<file path="src/rtl/remote_load_resp_unit_if.sv">
// Load-info typedef and the handshake/bus bundle between network RX, the core and the response unit.
// master = surrounding core/network side, slave = remote_load_resp_unit.
package remote_load_resp_unit_pkg;
  localparam int rv32_reg_addr_width_gp = 5;

  typedef struct packed {
    logic       float_wb;
    logic       icache_fetch;
    logic       is_unsigned_op;
    logic       is_byte_op;
    logic       is_hex_op;
    logic [1:0] part_sel;
  } load_info_s;
endpackage

interface remote_load_resp_unit_if #(
  parameter int data_width_p     = 32,
  parameter int reg_addr_width_p = 5,
  parameter int cnt_width_p      = 6
);
  import remote_load_resp_unit_pkg::*;

  logic                        resp_v_i;
  logic [data_width_p-1:0]     resp_data_i;
  load_info_s                  resp_load_info_i;
  logic [reg_addr_width_p-1:0] resp_reg_id_i;
  logic                        resp_yumi_o;

  logic                        int_wb_v_o;
  logic                        int_wb_yumi_i;
  logic                        float_wb_v_o;
  logic                        float_wb_yumi_i;
  logic                        icache_v_o;
  logic                        icache_yumi_i;
  logic [reg_addr_width_p-1:0] wb_reg_id_o;
  logic [data_width_p-1:0]     wb_data_o;
  logic [data_width_p-1:0]     icache_data_o;

  logic                        req_sent_i;
  logic                        credit_avail_o;
  logic [cnt_width_p-1:0]      outstanding_o;
  logic                        err_o;

  modport master (
    output resp_v_i, resp_data_i, resp_load_info_i, resp_reg_id_i,
    output int_wb_yumi_i, float_wb_yumi_i, icache_yumi_i, req_sent_i,
    input  resp_yumi_o, int_wb_v_o, float_wb_v_o, icache_v_o,
    input  wb_reg_id_o, wb_data_o, icache_data_o,
    input  credit_avail_o, outstanding_o, err_o
  );

  modport slave (
    input  resp_v_i, resp_data_i, resp_load_info_i, resp_reg_id_i,
    input  int_wb_yumi_i, float_wb_yumi_i, icache_yumi_i, req_sent_i,
    output resp_yumi_o, int_wb_v_o, float_wb_v_o, icache_v_o,
    output wb_reg_id_o, wb_data_o, icache_data_o,
    output credit_avail_o, outstanding_o, err_o
  );
endinterface

</file>
<file path="src/rtl/remote_load_resp_unit.sv">
// Remote load responses -> 2-entry FIFO -> aligned int/float/icache writeback, plus outstanding-load credit counter.
// Latency 1 cycle; with REMOTE_LOAD_RESP_BYPASS_EN an empty FIFO presents the response in the same cycle.
// Backpressure: resp_yumi_o drops while the FIFO is full; a head waits until its selected port yumis.
module remote_load_resp_unit
  import remote_load_resp_unit_pkg::*;
#(
  parameter int data_width_p = 32,
  parameter int max_out_p    = 32
) (
  input logic                    clk_i,
  input logic                    reset_n_i,
  remote_load_resp_unit_if.slave bus
);

  localparam int reg_addr_width_lp = rv32_reg_addr_width_gp;
  localparam int cnt_width_lp      = $clog2(max_out_p + 1);
  localparam logic [cnt_width_lp-1:0] max_cnt_lp = cnt_width_lp'(max_out_p);

  typedef struct packed {
    logic [data_width_p-1:0]      data;
    load_info_s                   info;
    logic [reg_addr_width_lp-1:0] reg_id;
  } entry_s;

  entry_s     mem [2];
  entry_s     in_entry;
  entry_s     head;
  logic       rd_ptr, wr_ptr;
  logic [1:0] used;
  logic       empty, full;
  logic       head_v;
  logic       enq, deq, fifo_deq, bad_yumi;
  logic       sel_int, sel_float, sel_icache;

  logic [cnt_width_lp-1:0] cnt;
  logic                    err;

  logic [7:0]              byte_lane;
  logic [15:0]             hex_lane;
  logic [data_width_p-1:0] aligned;

  assign in_entry = '{bus.resp_data_i, bus.resp_load_info_i, bus.resp_reg_id_i};
  assign empty    = (used == 2'd0);
  assign full     = (used == 2'd2);

  // A slot freed by a dequeue is only reusable next cycle, so acceptance looks at registered fullness.
  assign bus.resp_yumi_o = bus.resp_v_i & ~full;

`ifdef REMOTE_LOAD_RESP_BYPASS_EN
  logic bypass;
  assign bypass   = empty & bus.resp_v_i;
  assign head     = bypass ? in_entry : mem[rd_ptr];
  assign head_v   = ~empty | bus.resp_v_i;
  assign enq      = bus.resp_v_i & ~full & ~(bypass & deq);
  assign fifo_deq = deq & ~bypass;
`else
  assign head     = mem[rd_ptr];
  assign head_v   = ~empty;
  assign enq      = bus.resp_v_i & ~full;
  assign fifo_deq = deq;
`endif

  // icache refills take priority over the float flag; int is the fallback.
  assign sel_icache = head_v & head.info.icache_fetch;
  assign sel_float  = head_v & ~head.info.icache_fetch & head.info.float_wb;
  assign sel_int    = head_v & ~head.info.icache_fetch & ~head.info.float_wb;

  assign deq = (sel_icache & bus.icache_yumi_i)
             | (sel_float  & bus.float_wb_yumi_i)
             | (sel_int    & bus.int_wb_yumi_i);

  assign bad_yumi = (~sel_icache & bus.icache_yumi_i)
                  | (~sel_float  & bus.float_wb_yumi_i)
                  | (~sel_int    & bus.int_wb_yumi_i);

  always_comb begin
    byte_lane = head.data[{head.info.part_sel, 3'b000} +: 8];
    hex_lane  = head.info.part_sel[1] ? head.data[31:16] : head.data[15:0];
    aligned   = head.data;
    if (head.info.is_byte_op) begin
      aligned = {{(data_width_p-8){~head.info.is_unsigned_op & byte_lane[7]}}, byte_lane};
    end else if (head.info.is_hex_op) begin
      aligned = {{(data_width_p-16){~head.info.is_unsigned_op & hex_lane[15]}}, hex_lane};
    end
  end

  assign bus.int_wb_v_o     = sel_int;
  assign bus.float_wb_v_o   = sel_float;
  assign bus.icache_v_o     = sel_icache;
  assign bus.wb_reg_id_o    = head_v ? head.reg_id : '0;
  assign bus.wb_data_o      = head_v ? aligned : '0;
  assign bus.icache_data_o  = head_v ? head.data : '0;
  assign bus.credit_avail_o = (cnt < max_cnt_lp);
  assign bus.outstanding_o  = cnt;
  assign bus.err_o          = err;

  // Storage is not reset: outputs are gated by head_v, so stale words never escape.
  always_ff @(posedge clk_i) begin
    if (enq) mem[wr_ptr] <= in_entry;
  end

  always_ff @(posedge clk_i or negedge reset_n_i) begin
    if (!reset_n_i) begin
      rd_ptr <= 1'b0;
      wr_ptr <= 1'b0;
      used   <= 2'd0;
    end else begin
      if (enq)      wr_ptr <= ~wr_ptr;
      if (fifo_deq) rd_ptr <= ~rd_ptr;
      case ({enq, fifo_deq})
        2'b10:   used <= used + 2'd1;
        2'b01:   used <= used - 2'd1;
        default: used <= used;
      endcase
    end
  end

  always_ff @(posedge clk_i or negedge reset_n_i) begin
    if (!reset_n_i) begin
      cnt <= '0;
      err <= 1'b0;
    end else begin
      if (bus.req_sent_i & ~deq) begin
        if (cnt == max_cnt_lp) err <= 1'b1;
        else                   cnt <= cnt + cnt_width_lp'(1);
      end else if (~bus.req_sent_i & deq) begin
        if (cnt == '0) err <= 1'b1;
        else           cnt <= cnt - cnt_width_lp'(1);
      end
      if (bad_yumi) err <= 1'b1;
    end
  end

endmodule

</file>
<file path="src/flat_wrapper.sv">
// flat-port wrapper written by rule: the top's interface ports become plain ports
module remote_load_resp_unit_flat import remote_load_resp_unit_pkg::*;
#(
  parameter int data_width_p = 32,
  parameter int max_out_p    = 32
)
  (clk_i, reset_n_i, bus_resp_v_i, bus_resp_data_i, bus_resp_load_info_i, bus_resp_reg_id_i, bus_int_wb_yumi_i, bus_float_wb_yumi_i, bus_icache_yumi_i, bus_req_sent_i, bus_resp_yumi_o, bus_int_wb_v_o, bus_float_wb_v_o, bus_icache_v_o, bus_wb_reg_id_o, bus_wb_data_o, bus_icache_data_o, bus_credit_avail_o, bus_outstanding_o, bus_err_o);
  remote_load_resp_unit_if #(.data_width_p(data_width_p), .reg_addr_width_p(5), .cnt_width_p(6)) bus_i ();
  input logic clk_i;
  input logic reset_n_i;
  input wire logic [$bits(bus_i.resp_v_i)-1:0] bus_resp_v_i;
  input wire logic [$bits(bus_i.resp_data_i)-1:0] bus_resp_data_i;
  input wire logic [$bits(bus_i.resp_load_info_i)-1:0] bus_resp_load_info_i;
  input wire logic [$bits(bus_i.resp_reg_id_i)-1:0] bus_resp_reg_id_i;
  input wire logic [$bits(bus_i.int_wb_yumi_i)-1:0] bus_int_wb_yumi_i;
  input wire logic [$bits(bus_i.float_wb_yumi_i)-1:0] bus_float_wb_yumi_i;
  input wire logic [$bits(bus_i.icache_yumi_i)-1:0] bus_icache_yumi_i;
  input wire logic [$bits(bus_i.req_sent_i)-1:0] bus_req_sent_i;
  output wire logic [$bits(bus_i.resp_yumi_o)-1:0] bus_resp_yumi_o;
  output wire logic [$bits(bus_i.int_wb_v_o)-1:0] bus_int_wb_v_o;
  output wire logic [$bits(bus_i.float_wb_v_o)-1:0] bus_float_wb_v_o;
  output wire logic [$bits(bus_i.icache_v_o)-1:0] bus_icache_v_o;
  output wire logic [$bits(bus_i.wb_reg_id_o)-1:0] bus_wb_reg_id_o;
  output wire logic [$bits(bus_i.wb_data_o)-1:0] bus_wb_data_o;
  output wire logic [$bits(bus_i.icache_data_o)-1:0] bus_icache_data_o;
  output wire logic [$bits(bus_i.credit_avail_o)-1:0] bus_credit_avail_o;
  output wire logic [$bits(bus_i.outstanding_o)-1:0] bus_outstanding_o;
  output wire logic [$bits(bus_i.err_o)-1:0] bus_err_o;
  assign bus_i.resp_v_i = bus_resp_v_i;
  assign bus_i.resp_data_i = bus_resp_data_i;
  assign bus_i.resp_load_info_i = bus_resp_load_info_i;
  assign bus_i.resp_reg_id_i = bus_resp_reg_id_i;
  assign bus_i.int_wb_yumi_i = bus_int_wb_yumi_i;
  assign bus_i.float_wb_yumi_i = bus_float_wb_yumi_i;
  assign bus_i.icache_yumi_i = bus_icache_yumi_i;
  assign bus_i.req_sent_i = bus_req_sent_i;
  assign bus_resp_yumi_o = bus_i.resp_yumi_o;
  assign bus_int_wb_v_o = bus_i.int_wb_v_o;
  assign bus_float_wb_v_o = bus_i.float_wb_v_o;
  assign bus_icache_v_o = bus_i.icache_v_o;
  assign bus_wb_reg_id_o = bus_i.wb_reg_id_o;
  assign bus_wb_data_o = bus_i.wb_data_o;
  assign bus_icache_data_o = bus_i.icache_data_o;
  assign bus_credit_avail_o = bus_i.credit_avail_o;
  assign bus_outstanding_o = bus_i.outstanding_o;
  assign bus_err_o = bus_i.err_o;
  remote_load_resp_unit #(.data_width_p(data_width_p), .max_out_p(max_out_p)) u_core (.clk_i(clk_i), .reset_n_i(reset_n_i), .bus(bus_i));
endmodule
</file>
<file path="config.mk">
export PLATFORM = sky130hd
export DESIGN_NAME = remote_load_resp_unit_flat
export DESIGN_NICKNAME = d
export VERILOG_FILES = /design/src/rtl/remote_load_resp_unit_if.sv /design/src/rtl/remote_load_resp_unit.sv /design/src/flat_wrapper.sv
export SDC_FILE = /design/constraint.sdc
export NUM_CORES = 1
export LEC_CHECK = 0
export CAP_MARGIN = 10
export CORE_MARGIN = 10
export CORE_UTILIZATION = 45
export CTS_CLUSTER_SIZE = 24
export DETAILED_ROUTE_END_ITERATION = 10
export PLACE_DENSITY = 0.78
export SKIP_LAST_GASP = 1
export SYNTH_ARGS = -nofsm -noshare
export SYNTH_HDL_FRONTEND = slang
export SYNTH_SLANG_ARGS = --single-unit
export TNS_END_PERCENT = 100
</file>
<file path="constraint.sdc">
create_clock -name clk_i -period 3.2 [get_ports clk_i]
set_clock_uncertainty 0.2 [all_clocks]
set_input_delay 0.64 -clock clk_i [delete_from_list [all_inputs] [get_ports clk_i]]
set_output_delay 0.64 -clock clk_i [all_outputs]
set_load 0.1 [all_outputs]
</file>
==> flow_metrics.py, run 1 <==
metrics = {
    "routing": {
        "highest_layer": "met4",
        "drtIter0Drc": 240,
        "wl_met2_um": 8660,
        "vias_per_cell": 5.70,
        "wl_um": 16400,
        "wl_met1_um": 6370,
        "met3_length_um": 1020,
        "num_vias": 4118,
        "ant_nets": 0,
        "dr.pass1.iters": 4,
        "drc": 0,
        "wl_per_cell_um": 22.7,
    },
    "cells_and_area": {
        "multi_input_area_mm2": 0.00275,
        "insertedDiodeCount": 0,
        "ff_latch_area_mm2": 0.00292,
        "drive_gt1_share_pct": 43.3,
        "fill_cells": 773,
        "nets": 628,
        "final_util_pct": 71.7,
        "syn_to_final_growth_pct": 56.0,
    },
    "placed_design": {
        "gp_congestion": 0.819,
        "portBuffers": 131,
        "place_ws_ns": -0.0603,
        "place_hpwl_um": 11400,
    },
    "yosys": {
        "async_reset_ff_share_pct": 11.1,
        "syn-mean-instance-area_um2": 13.3,
        "yosysWarnings": 0,
        "yosysTopAreaCellShare_pct": 47.9,
        "syn_nets": 473,
        "synth_cell_type_count": 46,
        "yosysSeqAreaShare_pct": 52.8,
        "ys.flop_type": "edfxtp_1",
        "postSynthCellCount": 415,
        "synth_area_leaders": "edfxtp_1, mux2i_1, mux4_2, dfrtp_1, nor2_1",
        "netlist_area_mm2": 0.00552,
        "synth_area_leader_cell": "edfxtp_1",
        "synth_edf_count": 88,
        "synth-seq-cells": 99,
    },
    "timing": {
        "layout_min_cycle_time_ns": 3.30,
        "finalSetupViolations": 32,
        "max_freq_mhz": 303,
        "rsz0062_at_grt": "true",
        "fin_crit_sh_pct": 103,
        "slew_headroom_pct": 53.3,
        "timing_hold_violations_final": 0,
        "maxSlewViolCount": 0,
        "worst_slew_pin_slew_ns": 0.693,
        "timing.final.ws_setup_ns": -0.0997,
    },
    "global_routing": {
        "grt_max_degree": 65,
        "grt_pass1_wl_um": 25200,
        "antenna_found_initial": 0,
        "first_global_vias": 4395,
        "globalRouteTotalUtil_pct": 19.4,
        "grt_overflow": 0,
    },
    "setup_path": {
        "critical-path-top-delay-family": "buffers and inverters",
        "crit_type": "reg2out",
        "endpoint_kind": "output port",
        "worstPathMaxFanout": 8,
        "worstPathRequired_ns": 2.36,
        "crit_path_top_delay_cell": "dfrtp_4",
        "slowest_delay_ns": 0.47,
        "critPathLaunchType": "flip-flop",
        "arrival_ns": 2.46,
        "critPathBufInv": 3,
        "worstPathCellList": "buf_4 -> and3b_1 -> a31oi_4 -> buf_6 -> mux4_2 -> o21ai_0 -> a21oi_2 -> buf_12",
    },
    "clock_tree": {
        "cts_tree": "yes",
        "ctsHoldBuffers": 0,
        "ctsHtreeMaxLevel": 3,
        "numCtsBuffers": 9,
        "clock-root-buffer": "clkbuf_16",
        "numClockSinks": 99,
        "clk_pin_slew_ns": 0.07,
        "clk_latency_ns": 0.35,
        "cts_buffer_depth": 2,
    },
    "min_path": {
        "hp-class": "reg2reg",
    },
    "floorplanning": {
        "start_util_pct": 46.0,
        "rows": 40,
        "die_area_mm2": 0.0171,
        "die_h_um": 131,
        "io_pins": 132,
        "die_w_um": 131,
        "core-area_mm2": 0.0120,
    },
    "status": {
        "failed_checks": "setup timing",
        "status": "finished, violations left",
    },
    "flow_run": {
        "drv_cap": 0,
    },
}
cells by family (layout without fill, tap and decap cells):
family	after synthesis	count (layout)	synth area share, %
XOR/XNOR	12	12	1.90
buffers and inverters	37	197	4.03
flip-flops	99	99	52.8
AO/OA/AOI/OAI	55	55	7.32
multiplexers	91	91	23.2
adder cells (fa/ha/maj)	7	7	1.59
AND/OR/NAND/NOR	114	114	9.11
flip-flops by register name (all words and copies together), names as in the netlist:
register,cells
u_core.rd_ptr,1
u_core.wr_ptr,1
u_core.mem,88
u_core.bus.outstanding_o,6
u_core.used,2
u_core.bus.err_o,1
synth_stat cells (2+ instances only):
master	count
xor2_1	2
a21oi_2	20
mux2_2	7
xnor2_1	10
clkbuf_1	10
nor3_1	4
edfxtp_1	88
dfrtp_1	11
nand2_1	30
ha_1	7
a31oi_1	2
buf_6	8
a21oi_1	14
mux2i_2	2
nor2_1	50
o211ai_1	2
mux4_2	21
nand4_1	2
mux4_1	3
inv_1	9
o21ai_0	9
buf_2	4
mux2i_1	54
mux2i_4	3
nor2b_1	3
buf_4	4
nand3_1	17
path summary, 6_finish.rpt:
path | slack (ns) | endpoint | cells past startpoint | from
max | -0.1 | bus_wb_data_o[2] | 8 | u_core.rd_ptr$_DFFE_PN0P_
min | 0.31 | u_core.bus.err_o$_DFFE_PN0P_ | 2 | u_core.bus.err_o$_DFFE_PN0P_
max reg2reg | 0.20 | u_core.bus.outstanding_o[5]$_DFFE_PN0P_ | 12 | u_core.rd_ptr$_DFFE_PN0P_
min reg2reg | 0.31 | u_core.bus.err_o$_DFFE_PN0P_ | 2 | u_core.bus.err_o$_DFFE_PN0P_
max in group asynchronous | 1.96 | u_core.rd_ptr$_DFFE_PN0P_ | 1 | reset_n_i
min in group asynchronous | 0.44 | u_core.wr_ptr$_DFFE_PN0P_ | 1 | reset_n_i
worst min-delay path, cell delays in order, from the launching register on:
cell	delay (ns)
dfrtp_1	0.35
nor2_1	0.06
o221ai_1	0.06
metrics by stage:
step,TNS [ns],std cells,hold slack [ns],area [um^2]
6_report,-2.19,722,0.314,8610
3_5_place_dp,-0.107,696,0.310,8040
4_1_cts,-2.04,722,0.325,8580
3_3_place_gp,0,696,0.280,8040
2_1_floorplan,-2.06,415,0.144,5780
5_1_grt,-4.29,722,0.334,8610
placed cells by master (no fill, tap or decap), types with 4 or more instances in the layout:
cell	n
clkbuf_16	9
nand3_1	15
a21oi_4	24
dfrtp_1	10
edfxtp_1	88
o21ai_1	5
nor2_1	18
nor2_2	30
buf_4	35
nand2_1	30
o21ai_0	4
mux2i_4	5
a21oi_2	7
ha_1	7
buf_6	9
buf_12	74
mux2_2	5
clkdlybuf4s50_1	50
mux4_2	22
xnor2_1	10
mux2i_1	51
inv_1	9
what timing repair did:
action,CTS,global route
buffers inserted,7,0
cloned,3,0
hold endpoints to repair,0,0
gates resized for setup,26,11
pin swaps,7,3
setup endpoints to repair,32,32
per-layer routing:
metal	vias to the layer above	track usage, %
li1	1873	-
met1	2072	22.8
met2	149	33.4
met3	24	4.79
met4	0	7.85
met5	-	0
area by class of cell:
class | instances | share of cell area (%)
Multi-Input combinational cell | 279 | 31.9
Timing Repair Buffer | 172 | 28.2
Inverter | 9 | 0.392
Clock buffer | 10 | 2.66
Tap cell | 147 | 2.14
Clock inverter | 6 | 0.755
Sequential cell | 99 | 33.9
Power of run 1 is not shown: default switching activity piles up to over one toggle a cycle in this logic, so the estimate is an artifact.
==> run 2, diff against run 1 <==
- CORE_ASPECT_RATIO: not set -> 1.4
==> run 2 against run 1 <==
- the run still ends with setup timing left
- sequential share of layout area is 0.12 points higher
- die area is 0.37% higher
- count of clock-buffer cells in the layout stayed put
- via count hardly changed
- cell area is 0.36% lower
- maximum frequency is 0.62% higher
==> flow_metrics.py, run 2 (same netlist as run 1, synthesis figures left out) <==
metrics = {
    "timing": {
        "rsz0062_at_grt": "true",
        "timing_hold_violations_final": 0,
        "layout_min_cycle_time_ns": 3.28,
        "max_freq_mhz": 305,
        "maxSlewViolCount": 0,
        "fin_setup_tns_ns": -1.23,
        "worst_slew_pin_slew_ns": 0.721,
        "slew_headroom_pct": 51.5,
        "timing.final.ws_setup_ns": -0.0792,
        "finalSetupViolations": 30,
        "fin_crit_sh_pct": 102,
    },
    "placed_design": {
        "gp_congestion": 0.836,
        "dpl-instance-area_mm2": 0.00801,
        "place_ws_ns": -0.0546,
        "portBuffers": 131,
        "place_inst": 695,
        "place_hpwl_um": 11600,
    },
    "cells_and_area": {
        "largest_reg_flops": 88,
        "mostFrequentLayoutCells": "edfxtp_1, buf_12, clkdlybuf4s50_1",
        "finalNonFillerCells": 724,
        "drive_gt1_share_pct": 45.1,
        "nets": 630,
        "final_common_cell": "edfxtp_1",
        "final_area_mm2": 0.00858,
        "insertedDiodeCount": 0,
        "syn_to_final_growth_pct": 55.4,
        "top_register": "u_core.mem",
    },
    "global_routing": {
        "grt_pass1_wl_um": 24900,
        "globalRouteTotalUtil_pct": 18.6,
        "grt_max_degree": 65,
        "antenna_found_initial": 0,
        "grt_overflow": 0,
        "first_global_vias": 4530,
    },
    "setup_path": {
        "reg2reg_to": "u_core.bus.outstanding_o[5]$_DFFE_PN0P_",
        "critPathLaunchType": "flip-flop",
        "worstPathRequired_ns": 2.36,
        "endpoint_kind": "output port",
        "crit_type": "reg2out",
        "arrival_ns": 2.44,
        "worstPathMaxFanout": 6,
        "reg2reg_slack_ns": 0.06,
        "timing.rr.start": "u_core.rd_ptr$_DFFE_PN0P_",
        "r2r_cells": 13,
    },
    "floorplanning": {
        "core-area_mm2": 0.0119,
        "start_util_pct": 46.3,
        "die_h_um": 151,
        "die_area_mm2": 0.0172,
        "io_pins": 132,
        "die_w_um": 114,
        "rows": 47,
    },
    "clock_tree": {
        "numClockSinks": 99,
        "numCtsBuffers": 9,
        "clk_pin_slew_ns": 0.07,
        "ctsHoldBuffers": 0,
        "cts_tree": "yes",
        "clock-root-buffer": "clkbuf_16",
        "clk_latency_ns": 0.34,
        "ctsHtreeMaxLevel": 3,
        "cts_buffer_depth": 2,
    },
    "min_path": {
        "hp-class": "reg2reg",
        "hold_depth": 2,
        "hp-start": "u_core.bus.err_o$_DFFE_PN0P_",
        "hold_end": "u_core.bus.err_o$_DFFE_PN0P_",
    },
    "status": {
        "failed_checks": "setup timing",
        "status": "finished, violations left",
    },
    "routing": {
        "dr.pass1.iters": 4,
        "drc": 0,
        "drtIter0Drc": 215,
        "vias_per_cell": 5.69,
        "ant_nets": 0,
        "num_vias": 4122,
        "wl_um": 16300,
        "wl_per_cell_um": 22.6,
    },
    "flow_run": {
        "drv_cap": 0,
    },
}
run 2: cell types whose count changed in the layout (fill, tap and decap cells not counted), sizes merged:
cell,change
clkinv,-1
inv,+3
clkinvlp,-1
buf,+2
bufinv,-1
run 2: final cells by class:
type                    count  area [um^2]
fillers                   752         3350
flip-flops and latches     99         2920
multi-input cells         279         2770
repair buffers            174         2390
clock buffers              10          229
well taps                 147          184
clock inverters             6         55.1
inverters                   9         33.8
run 2: through the flow:
step	utilization, %	hold slack, ns
finish	71.9	0.316
global route	71.9	0.371
CTS	71.1	0.325
detailed placement	67.1	0.309
global placement	67.1	0.282
floorplan	-	0.144
run 2: how the worst max path moves through the flow:
stage / from / end / slack, ns
detailed placement: bus_int_wb_yumi_i / u_core.bus.outstanding_o[5]$_DFFE_PN0P_ / -0.05
global route: u_core.rd_ptr$_DFFE_PN0P_ / bus_wb_data_o[0] / -0.13
global placement: bus_int_wb_yumi_i / u_core.bus.outstanding_o[5]$_DFFE_PN0P_ / 0.0004
CTS: u_core.rd_ptr$_DFFE_PN0P_ / bus_wb_data_o[31] / -0.06
floorplan: u_core.rd_ptr$_DFFE_PN0P_ / bus_wb_data_o[7] / -0.30
finish: u_core.rd_ptr$_DFFE_PN0P_ / bus_wb_data_o[31] / -0.08
run 2: worst max-delay path, cell delays in order (launching register included):
cell and delay, ns:
dfrtp_4 0.53, buf_4 0.18, mux2_2 0.34, nor4b_1 0.37, o21ai_0 0.24, a21oi_4 0.23
buf_12 0.19
run 2: repair_timing:
| action | in CTS | in global routing |
|---|---|---|
| pin swaps | 4 | 2 |
| gates cloned | 1 | 0 |
| setup endpoints to repair | 32 | 37 |
| gates resized for setup | 27 | 13 |
| buffers inserted | 8 | 4 |
run 2: per-layer routing:
| layer | vias up | track usage [%] | wire length (um) | share of wire (%) |
|---|---|---|---|---|
| met1 | 2057 | 19.8 | 5850 | 36 |
| met5 | - | 0 | 0 | 0 |
| li1 | 1878 | - | - | - |
| met3 | 26 | 6.53 | 1330 | 8.1 |
| met2 | 161 | 33.4 | 8780 | 54 |
| met4 | 0 | 6.49 | 375 | 2.3 |
Power of run 2 is left out for the same reason.
==> run 3, diff against run 2 <==
- PLACE_DENSITY: 0.78 -> 0.75
- clock period: 3.2 -> 3.8 ns (I/O delays scaled with it)
==> run 3 against run 2 <==
- the run now ends clean
- flip-flop and latch count stayed put
- via count fell by 5.7%
- sequential share of layout area up 4.7 points
- critical path depth up 1
- setup slack better by 0.30 ns
- first-iteration DRC count grew 3.3%
- core utilization is 8.8 points lower
- die area unchanged
- count of clock-buffer cells in the layout unchanged
- global-route usage is 1.5 points lower
- largest cell class unchanged
==> flow_metrics.py, run 3 (same netlist as run 1, synthesis figures left out) <==
metrics = {
    "status": {
        "status": "complete, no violations",
    },
    "routing": {
        "drtIter0Drc": 222,
        "vias_per_cell": 5.58,
        "wl_um": 14600,
        "ant_nets": 0,
        "drc": 0,
        "num_vias": 3888,
        "dr.pass1.iters": 4,
        "wl_per_cell_um": 21.0,
    },
    "timing": {
        "fin_crit_sh_pct": 94.2,
        "maxSlewViolCount": 0,
        "max_freq_mhz": 279,
        "timing_hold_violations_final": 0,
        "finalSetupViolations": 0,
        "slew_headroom_pct": 34.9,
        "rsz0062_at_grt": "false",
        "layout_min_cycle_time_ns": 3.58,
        "worst_slew_pin_slew_ns": 0.973,
    },
    "clock_tree": {
        "ctsHtreeMaxLevel": 3,
        "cts_buffer_depth": 2,
        "ctsHoldBuffers": 0,
        "cts_tree": "yes",
        "numCtsBuffers": 9,
        "clk_latency_ns": 0.34,
        "clock-root-buffer": "clkbuf_16",
        "numClockSinks": 99,
        "clk_pin_slew_ns": 0.07,
    },
    "global_routing": {
        "globalRouteTotalUtil_pct": 17.2,
        "antenna_found_initial": 0,
        "grt_pass1_wl_um": 23000,
        "grt_max_degree": 65,
        "first_global_vias": 4171,
        "grt_overflow": 0,
    },
    "setup_path": {
        "timing.rr.start": "u_core.rd_ptr$_DFFE_PN0P_",
        "critPathLaunchType": "flip-flop",
        "arrival_ns": 2.62,
        "critPathLaunch": "u_core.rd_ptr$_DFFE_PN0P_",
        "worstPathRequired_ns": 2.84,
        "crit_type": "reg2out",
        "endpoint_kind": "output port",
        "worstPathMaxFanout": 24,
    },
    "cells_and_area": {
        "nets": 603,
        "top_register": "u_core.mem",
        "drive_gt1_share_pct": 32.5,
        "insertedDiodeCount": 0,
        "ff_latch_area_mm2": 0.00292,
        "mostFrequentLayoutCells": "edfxtp_1, buf_4, clkdlybuf4s50_1",
        "largest_reg_flops": 88,
        "final_common_cell": "edfxtp_1",
        "finalNonFillerCells": 697,
        "multi_input_area_mm2": 0.00242,
        "syn_to_final_growth_pct": 36.5,
        "fill_cells": 895,
    },
    "floorplanning": {
        "die_w_um": 114,
        "io_pins": 132,
        "start_util_pct": 46.3,
        "core-area_mm2": 0.0119,
        "die_h_um": 151,
        "die_area_mm2": 0.0172,
        "rows": 47,
    },
    "min_path": {
        "hp-class": "reg2reg",
        "hp-start": "u_core.bus.err_o$_DFFE_PN0P_",
    },
    "placed_design": {
        "gp_congestion": 0.831,
        "portBuffers": 131,
        "place_inst": 676,
        "place_hpwl_um": 10900,
    },
    "flow_run": {
        "drv_cap": 0,
    },
}
[run 3: final timing paths]
kind,endpoint,slack [ns],cells past startpoint
min in group asynchronous,u_core.bus.outstanding_o[4]$_DFFE_PN0P_,0.57,1
setup reg to reg,u_core.bus.outstanding_o[5]$_DFFE_PN0P_,0.46,12
hold / removal,u_core.bus.err_o$_DFFE_PN0P_,0.32,2
max in group asynchronous,u_core.rd_ptr$_DFFE_PN0P_,2.43,1
hold reg to reg,u_core.bus.err_o$_DFFE_PN0P_,0.32,2
setup / recovery,bus_wb_data_o[10],0.22,7
[run 3: what timing repair did]
action,in CTS,in global routing
hold endpoints to repair,0,0
endpoints found under the setup margin,0,8
setup buffers,0,5
gates resized for setup,0,2
[run 3: critical path: stages (launching register included)]
cell,delay (ns)
dfrtp_4,0.55
buf_4,0.16
mux2i_1,0.18
mux2_4,0.35
mux2i_4,0.19
nand2_4,0.27
a21oi_1,0.33
buf_12,0.22
[run 3: metrics by stage]
stage                     TNS [ns]  instance area, um^2  hold WS, ns  setup WS [ns]  util, %
final                            0                 7540        0.324          0.220     63.1
after global routing             0                 7540        0.353         0.0799     63.1
after CTS                        0                 7490        0.329         0.0406     62.8
after detailed placement         0                 7210        0.314          0.271     60.4
after global placement           0                 7210        0.272          0.399     60.4
after floorplan             -0.571                 5540        0.260         -0.143        -
[run 3: routing by layer]
metal / track usage, % / part of all wire, %
met5: 0 / 0
met4: 4.77 / 1.2
met3: 7.09 / 9.5
met2: 28.8 / 50
met1: 19.7 / 39
[run 3: layout make-up]
class                   count  share of cell area [%]
clock buffers              10                    3.04
clock inverters             6                   0.730
inverters                   9                   0.448
multi-input cells         279                    32.1
flip-flops and latches     99                    38.8
well taps                 147                    2.44
repair buffers            147                    22.5
Power of run 3 is left out for the same reason.
